$ cat src/rtl/apb_master_bridge.sv
// -----------------------------------------------------------------------------
// apb_master_bridge
//
// Purpose:
//   Single-outstanding APB initiator. It accepts one command on a valid/ready
//   interface and runs it as an APB SETUP/ACCESS transfer. It then returns the
//   read data and error status on a valid/ready response interface.
//
//   Every ACCESS phase is bounded by a wait-state timeout, so a hung completer
//   cannot stall the agent. Setting TIMEOUT_CYCLES to 0 disables the timeout.
//
// Parameters:
//   DATA_WIDTH     - width of PWDATA/PRDATA and of command/response data
//   ADDR_WIDTH     - width of PADDR and of the command address
//   TIMEOUT_CYCLES - PREADY-low ACCESS cycles before abort (0 = never)
//
// Ports:
//   PCLK, PRESETn                  clock, synchronous active-low reset
//   cmd_valid/cmd_ready            command handshake
//   cmd_write/cmd_addr/cmd_wdata   command payload
//   rsp_valid/rsp_ready            response handshake
//   rsp_rdata/rsp_err/rsp_timeout  response payload
//   PSEL/PENABLE/PWRITE/PADDR/PWDATA  APB request (registered)
//   PRDATA/PREADY/PSLVERR             APB completion
// -----------------------------------------------------------------------------
module apb_master_bridge #(
   parameter int DATA_WIDTH     = 32,
   parameter int ADDR_WIDTH     = 32,
   parameter int TIMEOUT_CYCLES = 16
) (
   input  logic                  PCLK,
   input  logic                  PRESETn,
   input  logic                  cmd_valid,
   output logic                  cmd_ready,
   input  logic                  cmd_write,
   input  logic [ADDR_WIDTH-1:0] cmd_addr,
   input  logic [DATA_WIDTH-1:0] cmd_wdata,
   output logic                  rsp_valid,
   input  logic                  rsp_ready,
   output logic [DATA_WIDTH-1:0] rsp_rdata,
   output logic                  rsp_err,
   output logic                  rsp_timeout,
   output logic                  PSEL,
   output logic                  PENABLE,
   output logic                  PWRITE,
   output logic [ADDR_WIDTH-1:0] PADDR,
   output logic [DATA_WIDTH-1:0] PWDATA,
   input  logic [DATA_WIDTH-1:0] PRDATA,
   input  logic                  PREADY,
   input  logic                  PSLVERR
);

   localparam int CNT_W = (TIMEOUT_CYCLES > 0) ? $clog2(TIMEOUT_CYCLES + 1) : 1;
   localparam logic [CNT_W-1:0] CNT_LIM =
      CNT_W'((TIMEOUT_CYCLES > 0) ? (TIMEOUT_CYCLES - 1) : 0);
   localparam logic [CNT_W-1:0] CNT_MAX = '1;

   typedef enum logic [1:0] {
      IDLE   = 2'd0,
      SETUP  = 2'd1,
      ACCESS = 2'd2,
      RESP   = 2'd3
   } state_t;

   state_t           state;
   logic [CNT_W-1:0] tmo_cnt;

   // The only combinational output: the bridge takes a command only when idle.
   assign cmd_ready = (state == IDLE);

   always_ff @(posedge PCLK) begin
      if (!PRESETn) begin
         state       <= IDLE;
         tmo_cnt     <= '0;
         PSEL        <= 1'b0;
         PENABLE     <= 1'b0;
         PWRITE      <= 1'b0;
         PADDR       <= '0;
         PWDATA      <= '0;
         rsp_valid   <= 1'b0;
         rsp_rdata   <= '0;
         rsp_err     <= 1'b0;
         rsp_timeout <= 1'b0;
      end else begin
         case (state)
            IDLE: begin
               // PADDR/PWRITE/PWDATA change only here. They keep their last
               // values after a transfer ends.
               if (cmd_valid) begin
                  PWRITE  <= cmd_write;
                  PADDR   <= cmd_addr;
                  PWDATA  <= cmd_wdata;
                  PSEL    <= 1'b1;
                  PENABLE <= 1'b0;
                  state   <= SETUP;
               end
            end

            SETUP: begin
               PENABLE <= 1'b1;
               tmo_cnt <= '0;
               state   <= ACCESS;
            end

            ACCESS: begin
               if (PREADY) begin
                  // A completion on the same cycle the limit is hit wins over
                  // the timeout.
                  rsp_rdata   <= PWRITE ? '0 : PRDATA;
                  rsp_err     <= PSLVERR;
                  rsp_timeout <= 1'b0;
                  rsp_valid   <= 1'b1;
                  PSEL        <= 1'b0;
                  PENABLE     <= 1'b0;
                  state       <= RESP;
               end else if ((TIMEOUT_CYCLES != 0) && (tmo_cnt == CNT_LIM)) begin
                  // tmo_cnt counts earlier stalled cycles. Hitting LIM here
                  // means this is stalled ACCESS cycle number TIMEOUT_CYCLES.
                  rsp_rdata   <= '0;
                  rsp_err     <= 1'b1;
                  rsp_timeout <= 1'b1;
                  rsp_valid   <= 1'b1;
                  PSEL        <= 1'b0;
                  PENABLE     <= 1'b0;
                  state       <= RESP;
               end else if (tmo_cnt != CNT_MAX) begin
                  // Saturate rather than wrap (only reachable when the
                  // timeout is disabled).
                  tmo_cnt <= tmo_cnt + 1'b1;
               end
            end

            RESP: begin
               if (rsp_ready) begin
                  rsp_valid <= 1'b0;
                  state     <= IDLE;
               end
            end

            default: state <= IDLE;
         endcase
      end
   end

endmodule

$ cat config.mk
export PLATFORM = sky130hd
export DESIGN_NAME = apb_master_bridge
export DESIGN_NICKNAME = d
export VERILOG_FILES = /design/src/rtl/apb_master_bridge.sv
export SDC_FILE = /design/constraint.sdc
export NUM_CORES = 1
export LEC_CHECK = 0
export CORE_UTILIZATION = 35
export DETAILED_ROUTE_END_ITERATION = 10
export PLACE_DENSITY_LB_ADDON = 0.1
export SETUP_SLACK_MARGIN = 0.5
export SYNTH_ARGS = -nofsm -noshare
export SYNTH_HDL_FRONTEND = slang
export SYNTH_SLANG_ARGS = --single-unit
export TNS_END_PERCENT = 10
$ cat constraint.sdc
create_clock -name PCLK -period 3.9 [get_ports PCLK]
set_input_delay 0.975 -clock PCLK [delete_from_list [all_inputs] [get_ports PCLK]]
set_output_delay 0.975 -clock PCLK [all_outputs]
set_load 0.05 [all_outputs]
== Yosys cells after proc, flatten, opt, wreduce, memory -nomap -nowiden ==
Index checks and enable logic that the tools add are counted.
Widths: inputs -> output; s select.

* Register bits: 109
* Bits in latches: 0
* Memory bits (writable): 0
* Memory bits (read-only): 0
* Bits of input ports: 103
* Word-level logic and storage cells: 60
* Memories kept: 0

* Add/sub/neg operators: 1
* Multiply operators: 0
* Divide/modulo/power cells: 0
* $lt $le $gt $ge: 0
* Equality and inequality tests: 11
* Shift operators: 0
* Mux-type cells: 24
* Bitwise logic cells: 0
* Reductions and logical operators: 13

{| class="wikitable"
|+ Operators by type and width
! cell !! count
|-
| $mux 32 || 3
|-
| $mux 5 || 3
|-
| $reduce_and 3->1 || 4
|-
| $ne 2x2->1 const B || 5
|-
| $pmux 5 s2 || 1
|-
| $mux 1 || 9
|-
| $mux 2 || 4
|-
| $pmux 2 s4 || 1
|-
| $reduce_bool 2->1 || 4
|-
| $add 5x1->5 const B || 1
|-
| $eq 5x4->1 const B || 1
|-
| $ne 5x5->1 const B || 1
|-
| $eq 2x2->1 const B || 2
|-
| $pmux 1 s2 || 2
|-
| $reduce_and 2->1 || 2
|-
| $reduce_and 4->1 || 1
|-
| $ne 3x3->1 const B || 1
|-
| $pmux 1 s3 || 1
|-
| $reduce_bool 3->1 || 1
|-
| $eq 2x1->1 const B || 1
|-
| $logic_not 2->1 || 1
|}

== Longest topological paths before layout ==
Gate-level depths: netlist of the first run.

* Depth in word-level cells: 5
* Gate-level depth with buffers: 8
* Depth with buffers taken out: 6

== Least setup slack after synthesis of the first run ==
Ideal clock, no wire load.

* Path kind: input port to flip-flop
* Start point: input port PREADY
* End point: register tmo_cnt[3]
* Library setup time: 70 ps
* Data arrival time: 2083 ps
* Required time: 3830 ps
* Setup slack: 1747 ps
* Stages on the path: 4
* Path through: or4b_1 > buf_2 > or3_1 > a21oi_1

* Cells in the longest elaborated chain, start to end: 2

{| class="wikitable"
|+ RTL lines
! what !! RTL line !! text
|-
| from (decl) || 49 || <nowiki>input logic PREADY,</nowiki>
|-
| $ne 2x2->1 (no line) || -- ||
|-
| $reduce_and 4->1 (no line) || -- ||
|-
| to (signal assigned) || 129 || <nowiki>tmo_cnt <= tmo_cnt + 1'b1;</nowiki>
|-
| to (decl) || 66 || <nowiki>logic [CNT_W-1:0] tmo_cnt;</nowiki>
|}

No other way between the ends.
A chain may end at the register's enable or synchronous reset.

== Worst setup path in the final report of the first run ==
* Start point: register state[0]
* End point: output port cmd_ready

* Cells in the longest elaborated chain, start to end: 1

{| class="wikitable"
|+ RTL lines
! what !! RTL line !! text
|-
| from (decl) || 65 || <nowiki>state_t state;</nowiki>
|-
| from (signal assigned) || 73 || <nowiki>state <= IDLE;</nowiki>
|-
| from (signal assigned) || 95 || <nowiki>state <= SETUP;</nowiki>
|-
| from (signal assigned) || 102 || <nowiki>state <= ACCESS;</nowiki>
|-
| $logic_not 2->1 || 69 || <nowiki>assign cmd_ready = (state == IDLE);</nowiki>
|-
| to (decl) || 34 || <nowiki>output logic cmd_ready,</nowiki>
|}

No other way between the ends.

==> results.md, run 1 <==
* Die area at 12280 um2
* CTS buffer count at 9
* Final WL at 11280 um
* Final setup vio count at 0
* Crit path kind: reg -> out
* Die Span Y at 110.8 um
* Net Count, Synth at 576
* Root Buffer: clkbuf_16
* Final ANT Viol Nets at 0
* Initial Util at 0.3614
* Yosys top cell area share at 0.5266
* Final GP Congestion at 0.7592
* Largest area contributor in the netlist: dfxtp_1
* Syn avg cell area at between 8 and 9 um2
* Via density at 4.785
* Synth Cell Area at 4144 um2
* GR Overflow Total at 0
* Inst Count DP at 783
* # hold bufs at CTS at 0
* Max-slew violation count at 0
* Avg WL per Cell at 14.11 um
* PortBufs at a little over 200
* Post-DP HPWL at 7868 um
* H-tree depth at 3
* Post-route cell area at between 6000 and 7000 um2
* Worst EP required at 2920 ps
* Outcome: finished clean
* Maximum clock frequency at 353.5 MHz
* Area growth syn-to-layout at 59.51%
* Setup Skew at between 8 and 9 ps
* Clock Tree Buf Depth at 2
* Diode count at 0
* TritonCTS clock tree: yes
* # DRC at 0
* Worst vdd ir at around 0.42 mV
* Via count at 3823
* Total GRT Usage at 0.1863
* DRT iter0 DRCs at 219
* PD cells at 594.7 nW/um2
* Finished Layout Cells at 799
* Tcrit/Tclk final at 0.7253
* First-pass GRT wire length at 18500 um
* # Max-Cap Violations at 0
* CP max FO at 5
* Clock sink total at 109
* Antenna violations before repair at 0
* Fin util at 0.5764
* CTS resizes at 0
* Vias in the first global route at 3759
* Setup TNS at 0 ps
* Total iterations of the first detailed-routing run at 4
* Final Hold Viols at 0
* Proportion of layout cells with a drive suffix above 1 at 0.03811
* Post-DP Area at 6309 um2
* FF+latch count, synth at 109
* Core area at roughly 11000 um2
* Largest net degree at the start of global routing at 60
* Std-Cell Rows at 39
* Io pins at 206
* Nets at roughly 760
* RSZ-0062 raised after global routing: false
* Seq/Total Area, Yosys at 0.5266
* Cells after synthesis at 466
* Worst hold-check path type: reg -> reg
* Skew-Pair Late Insertion Delay at approximately 350 ps
* Post-CTS setup buffers at 0
* Post-synthesis cell type count at 31
* Startpoint type of the worst setup path: register
* Worst Path Arrival at around 1900 ps
* Pwr Total at 3931 uW
* CP Capture Type: primary output
* YS warnings at 0
* Die Wd at roughly 110 um
* Slew margin rel. at 0.3980
* Pleak at between 0.002 and 0.0025 uW
* Clock-pin transition on the worst setup and hold timing paths at 70 ps
* Synth top area cells: dfxtp_1, nand2_1, a21boi_0, a22oi_1, nor2b_1
* Minimum clock period at 2829 ps
* Worst Tran Pin Value at 903.0 ps
[Yosys cell counts (all sizes together)]
library cell,count
nand3,2
o311ai,2
nand2b,1
o41ai,1
nor2,4
o21ai,6
nand3b,1
o21a,3
and3,3
ha,7
clkbuf,28
and2,1
and3b,1
nor2b,34
o31a,1
a21boi,68
dfxtp,109
a22oi,32
o21bai,1
inv,5
buf,7
or4b,1
or3,2
nor3b,1
nand2,139
mux2i,1
nor3,1
a21oi,4
[metal layers]
layer / track usage / vias to the layer above / share of wire
li1: - / 1918 / -
met1: 0.2131 / 1768 / 0.42
met2: 0.3010 / 119 / 0.47
met3: 0.08420 / 18 / 0.083
met4: 0.07644 / 0 / 0.024
met5: 0 / - / 0
[registers in the layout, indices dropped and copies added, names as in the netlist, 2 cells and up]
register,flops
tmo_cnt,5
PADDR,32
rsp_rdata,32
state,2
PWDATA,32
[placed cells by master (no fill, tap or decap), drive strengths merged, types with 2 or more instances in the layout]
cell and n:
buf 5, a21boi 68, clkdlybuf4s50 204, nand3 2
nor2 4, o21ai 6, nand2 139, o21a 3
ha 7, o311ai 2, a22oi 32, clkbuf 9
dfxtp 109, or3 2, inv 5, nor2b 34
a21oi 4, and3 3, clkinvlp 5
[area by class of cell]
type / count / area [um2]
multi-input combinational: 317 / 1814
clock inverter: 7 / 76.32
sequential: 109 / 2182
fill: 1045 / 4857
clock buffer: 9 / 225.2
tap: 143 / 178.9
inverter: 5 / 18.77
timing repair buffer: 209 / 2115
[path summary, 6_finish.rpt]
| path | from | to | slack (ps) | depth (start not counted) |
|---|---|---|---|---|
| worst max register to register | tmo_cnt[0] | tmo_cnt[3] | 1570 | 6 |
| worst max-delay path | state[0] | cmd_ready | 1070 | 3 |
| worst min-delay path | rsp_err | rsp_err | 460 | 2 |
| worst min register to register | rsp_err | rsp_err | 460 | 2 |
[where the power goes]
group	switching [uW]	total, uW	internal [uW]
combinational	1060	1640	572
clock	415	913	499
sequential	92.8	1380	1290
[cells by family after synthesis]
| logic type | after synthesis | synth area share |
|---|---|---|
| flops | 109 | 0.5266 |
| mux | 1 | 0.002416 |
| buf+inv | 40 | 0.03744 |
| simple gates | 191 | 0.2035 |
| compound gates | 118 | 0.2089 |
| fa+ha+maj | 7 | 0.02113 |
[critical path: stages, from the launching register on]
cell             delay (ps)
dfxtp_1                 340
inv_1                    90
ha_1                    250
clkdlybuf4s50_1         840
[metrics by stage]
step / setup WS [ps] / hold WS [ps]
2_1_floorplan: 1747 / 451.6
3_3_place_gp: 1109 / 437.5
3_5_place_dp: 1048 / 446.8
4_1_cts: 1044 / 459.7
5_1_grt: 993.3 / 475.6
6_report: 1071 / 457.8
Power figures use the tool's default switching activity.
==> inputs of run 2 (changes only) <==
- clock period: 3.9 -> 2.73 ns (I/O delays scaled with it)
==> results.md, run 2 (synthesis results as in run 1) <==
* Setup TNS at 0 ps
* # Max-Cap Violations at 0
* WP buf/inv at 1
* Final WL at ~11000 um
* Fill count at 1053
* Grt met1 use at 0.2079
* Maximum clock frequency at 452.5 MHz
* Clock-pin transition on the worst setup and hold timing paths at 70 ps
* Final setup vio count at 0
* Total iterations of the first detailed-routing run at 4
* Nets at 766
* Post-route cell area at between 6000 and 7000 um2
* PD cells at 851.4 nW/um2
* CP max FO at 3
* Diode count at 0
* RSZ-0062 raised after global routing: true
* Critical-path cell list: clkdlybuf4s50_1
* GR Util met3 at 0.09240
* Vias in the first global route at 3769
* Pleak at 0.002409 uW
* Final ANT Viol Nets at 0
* Post-DP HPWL at 7910 um
* Clock sink total at between 100 and 150
* Commonest non-fill, non-tap cell in the layout: clkdlybuf4s50_1
* Top Registers: PADDR x32, PWDATA x32, rsp_rdata x32
* Via count at 3791
* DRT iter0 DRCs at 195
* Worst vdd ir at 0.5463 mV
* GR Overflow Total at 0
* Final GP Congestion at 0.7343
* Commonest cells after routing, fill and taps aside: clkdlybuf4s50_1, nand2_1, dfxtp_1
* Minimum clock period at roughly 2200 ps
* Worst EP required at 2050 ps
* Tcrit/Tclk final at 0.8096
* Std-Cell Rows at 39
* Slew margin rel. at 0.4983
* TritonCTS clock tree: yes
* Skew-Pair Late Insertion Delay at 350 ps
* Initial Util at 0.3614
* Setup Skew at slightly below 7 ps
* Max-slew violation count at 0
* Startpoint type of the worst setup path: register
* Worst hold-check path type: reg -> reg
* Via density at 4.715
* Outcome: finished clean
* Multi-input logic area at 1818 um2
* Proportion of layout cells with a drive suffix above 1 at 0.04690
* Worst Path Arrival at 1530 ps
* Largest net degree at the start of global routing at 45
* CP peak stage delay at between 800 and 900 ps
* # hold bufs at CTS at 0
* H-tree depth at 3
* Clock Tree Buf Depth at 2
* Die Span Y at 110.8 um
* Final Hold Viols at 0
* Area growth syn-to-layout at 60.87%
* Crit path kind: reg -> out
* Die area at 12280 um2
* Core area at 11470 um2
* Critical path's slowest cell: clkdlybuf4s50_1
* CTS buffer count at 9
* PortBufs at 205
* Io pins at 206
* Most Crowded Layer GR: met2
* Worst Tran Pin Value at 752.6 ps
* First-pass GRT wire length at 18530 um
* Post-DP Area at approximately 6300 um2
* Pwr Total at between 5000 and 6000 uW
* Met2 Resource Use GR at 0.3155
* Total GRT Usage at 0.1879
* # DRC at 0
* Die Wd at approximately 110 um
* Root Buffer: clkbuf_16
* CP delay by family, top: buffers and inverters
* CP Capture Type: primary output
* Avg WL per Cell at roughly 14 um
* Storage element area at approximately 2200 um2
* Antenna violations before repair at 0
==> run 2: cell types whose count changed in the layout (fill, tap and decap cells not counted), sizes merged <==
cell / before / now
buf: 5 / 10
clkbuf: 9 / 13
clkdlybuf4s15: 0 / 1
clkdlybuf4s50: 204 / 202
clkinvlp: 5 / 1
dlymetal6s2s: 0 / 1
==> run 2: per-layer routing <==
| metal | up-vias | share of wire | wire (um) |
|---|---|---|---|
| li1 | 1924 | - | - |
| met3 | 16 | 0.083 | 940 |
| met5 | - | 0 | 0 |
| met4 | 0 | 0.018 | 201 |
| met2 | 113 | 0.48 | 5446 |
| met1 | 1738 | 0.42 | 4788 |
==> run 2: path summary, 6_finish.rpt <==
check | startpoint | endpoint | slack [ps] | cells after the start
hold reg to reg | rsp_err | rsp_err | 450 | 2
setup reg to reg | tmo_cnt[0] | tmo_cnt[3] | 560 | 6
hold / removal | rsp_err | rsp_err | 450 | 2
setup / recovery | PWRITE | PWRITE | 520 | 1
==> run 2: repair_timing <==
action | CTS | global route
setup endpoints to repair | 6 | 46
gates resized for setup | 3 | 2
buffers inserted | 0 | 0
==> run 2: power by group <==
part           switching (uW)  total [uW]  internal (uW)
Sequential                130        1970           1840
Clock                     572        1360            786
Combinational            1520        2350            823
Total                    2230        5680           3450
==> run 2: layout make-up <==
| type | instances | share of cell area |
|---|---|---|
| flip-flops and latches | 109 | 0.3273 |
| repair buffers | 214 | 0.3234 |
| multi-input cells | 317 | 0.2727 |
| clock buffers | 13 | 0.04054 |
| well taps | 143 | 0.02684 |
| clock inverters | 3 | 0.006381 |
| inverters | 5 | 0.002815 |
==> run 2: stage by stage <==
stage | setup slack [ps] | std cells | hold WS [ps] | util
after global routing | 461.8 | 804 | 475.7 | 0.5813
after CTS | 474.1 | 804 | 451.8 | 0.5808
after floorplan | 632.8 | 466 | 451.6 | -
final | 519.9 | 804 | 447.1 | 0.5813
after detailed placement | 360.5 | 788 | 441.5 | 0.5534
after global placement | 383.6 | 788 | 436.1 | 0.5534
==> inputs of run 3 (changes only) <==
- clock period: 2.73 -> 1.9 ns (I/O delays scaled with it)
==> results.md, run 3 (synthesis results as in run 1) <==
* Via count at 3891
* PortBufs at between 200 and 250
* Setup crit end: tmo_cnt[3]
* Avg WL per Cell at 14.46 um
* Total iterations of the first detailed-routing run at 4
* Top Registers: PADDR x32, PWDATA x32, rsp_rdata x32
* RSZ-0062 raised after global routing: true
* Worst Path Arrival at 2220 ps
* Final ANT Viol Nets at 0
* WP buf/inv at 0
* Startpoint type of the worst setup path: register
* Minimum clock period at 1947 ps
* DRT iter0 DRCs at 191
* GR Overflow Total at 0
* Worst Tran Pin Value at ~580 ps
* Worst R2R Path Depth at 6
* Outcome: finished, violations left
* Clock-pin transition on the worst setup and hold timing paths at 70 ps
* # Max-Cap Violations at 0
* Std-Cell Rows at 39
* Root Buffer: clkbuf_16
* Die Span Y at between 100 and 150 um
* Commonest cells after routing, fill and taps aside: nand2_1, dfxtp_1, clkdlybuf4s50_1
* Tcrit/Tclk final at 1.025
* Core area at 11470 um2
* Setup Skew at 7.121 ps
* Critical Path Start: tmo_cnt[1]
* Nets at 780
* Total GRT Usage at 0.1930
* Largest net degree at the start of global routing at 66
* CP peak stage delay at just under 600 ps
* Pleak at between 0.002 and 0.003 uW
* Final WS setup at -46.98 ps
* CP delay by family, top: simple AND/OR/NAND/NOR gates
* Die area at approximately 12000 um2
* H-tree depth at 3
* Final WL at approximately 12000 um
* Fin util at 0.6012
* TritonCTS clock tree: yes
* Clock sink total at 109
* Final setup vio count at 2
* Skew-Pair Late Insertion Delay at between 300 and 400 ps
* Die Wd at 110.8 um
* FF-to-FF End: tmo_cnt[3]
* Worst EP required at 2170 ps
* Initial Util at 0.3614
* Crit Reg-Reg Startpoint: tmo_cnt[1]
* Area growth syn-to-layout at 66.36%
* Diode count at 0
* Antenna violations before repair at 0
* # DRC at 0
* Final hold slack at 459.8 ps
* # hold bufs at CTS at 0
* Maximum clock frequency at around 510 MHz
* Fill count at slightly above 1000
* Clock Tree Buf Depth at 2
* Slew margin rel. at 0.6149
* Commonest non-fill, non-tap cell in the layout: nand2_1
* Max-slew violation count at 0
* Io pins at 206
* R2R Setup Slk at -50 ps
* Post-DP HPWL at 7893 um
* Critical path's slowest cell: or4b_4
* CP most frequent cell: ha_4
* Worst vdd ir at about 0.8 mV
* Post-DP Area at 6223 um2
* Setup TNS at -89.41 ps
* CTS buffer count at 9
* Critical-path cell list: ha_4, and3_4, ha_4, or4b_4, or3_1, a21oi_1
* Vias in the first global route at 3899
* Crit path depth at 6
* CP max FO at 8
* First-pass GRT wire length at 19130 um
* Post-route cell area at 6894 um2
* Crit path kind: reg -> reg
* Via density at 4.763
* Worst hold-check path type: reg -> reg
* Proportion of layout cells with a drive suffix above 1 at 0.2671
* Failing checks: negative setup slack
* Final GP Congestion at 0.7314
* PD cells at 1223 nW/um2
* Final Hold Viols at 0
* CP Capture Type: register
[run 3: worst min path at each step]
stage,from,end,slack (ps),cells after the start
after CTS,rsp_err,rsp_err,460,2
final,PWDATA[9],PWDATA[9],460,2
after floorplan,tmo_cnt[3],tmo_cnt[3],460,2
after global placement,rsp_err,rsp_err,440,2
after detailed placement,rsp_err,rsp_err,450,2
after global routing,PADDR[29],PADDR[29],490,2
[run 3: layout make-up]
class	instances	area [um2]	share of cell area
flip-flops and latches	109	2193	0.3181
repair buffers	227	2200	0.3191
inverters	5	18.77	0.002722
multi-input cells	318	2006	0.2909
clock buffers	15	297.8	0.04319
well taps	143	178.9	0.02595
[run 3: per-stage QoR]
step                std cells  total power [uW]  setup slack (ps)
global placement          793              6302            -159.5
global route              817              8859            -131.2
floorplan                 466              5144            -65.71
CTS                       815              8455            -43.05
detailed placement        793              6359            -207.4
finish                    817              8431            -46.98
[run 3: layer usage]
metal  vias to the layer above  wire (um)  GRT usage
li1                       1955          -          -
met1                      1812       5211     0.2379
met2                       112       5692     0.3209
met3                        12        714    0.04811
met4                         0        197    0.07911
met5                         -          0          0
[run 3: worst min-delay path, cell delays in order, from the launching register on]
cell	delay (ps)
dfxtp_1	310
nand2_1	40
a21boi_0	60
[run 3: report_power, final]
group          switching, uW  internal, uW  leakage [uW]  total (uW)
logic                   2320          1400       0.00171        3710
clock network            780          1060      0.000148        1840
registers                222          2650      0.000893        2870
[run 3: timing repair]
| item | 4_1_cts | 5_1_grt |
|---|---|---|
| setup endpoints to repair | 61 | 128 |
| buffers inserted | 3 | 2 |
| gates resized for setup | 32 | 35 |
| gates cloned | 4 | 0 |
| endpoints found under the hold margin | 0 | 0 |
| pin swaps | 17 | 9 |
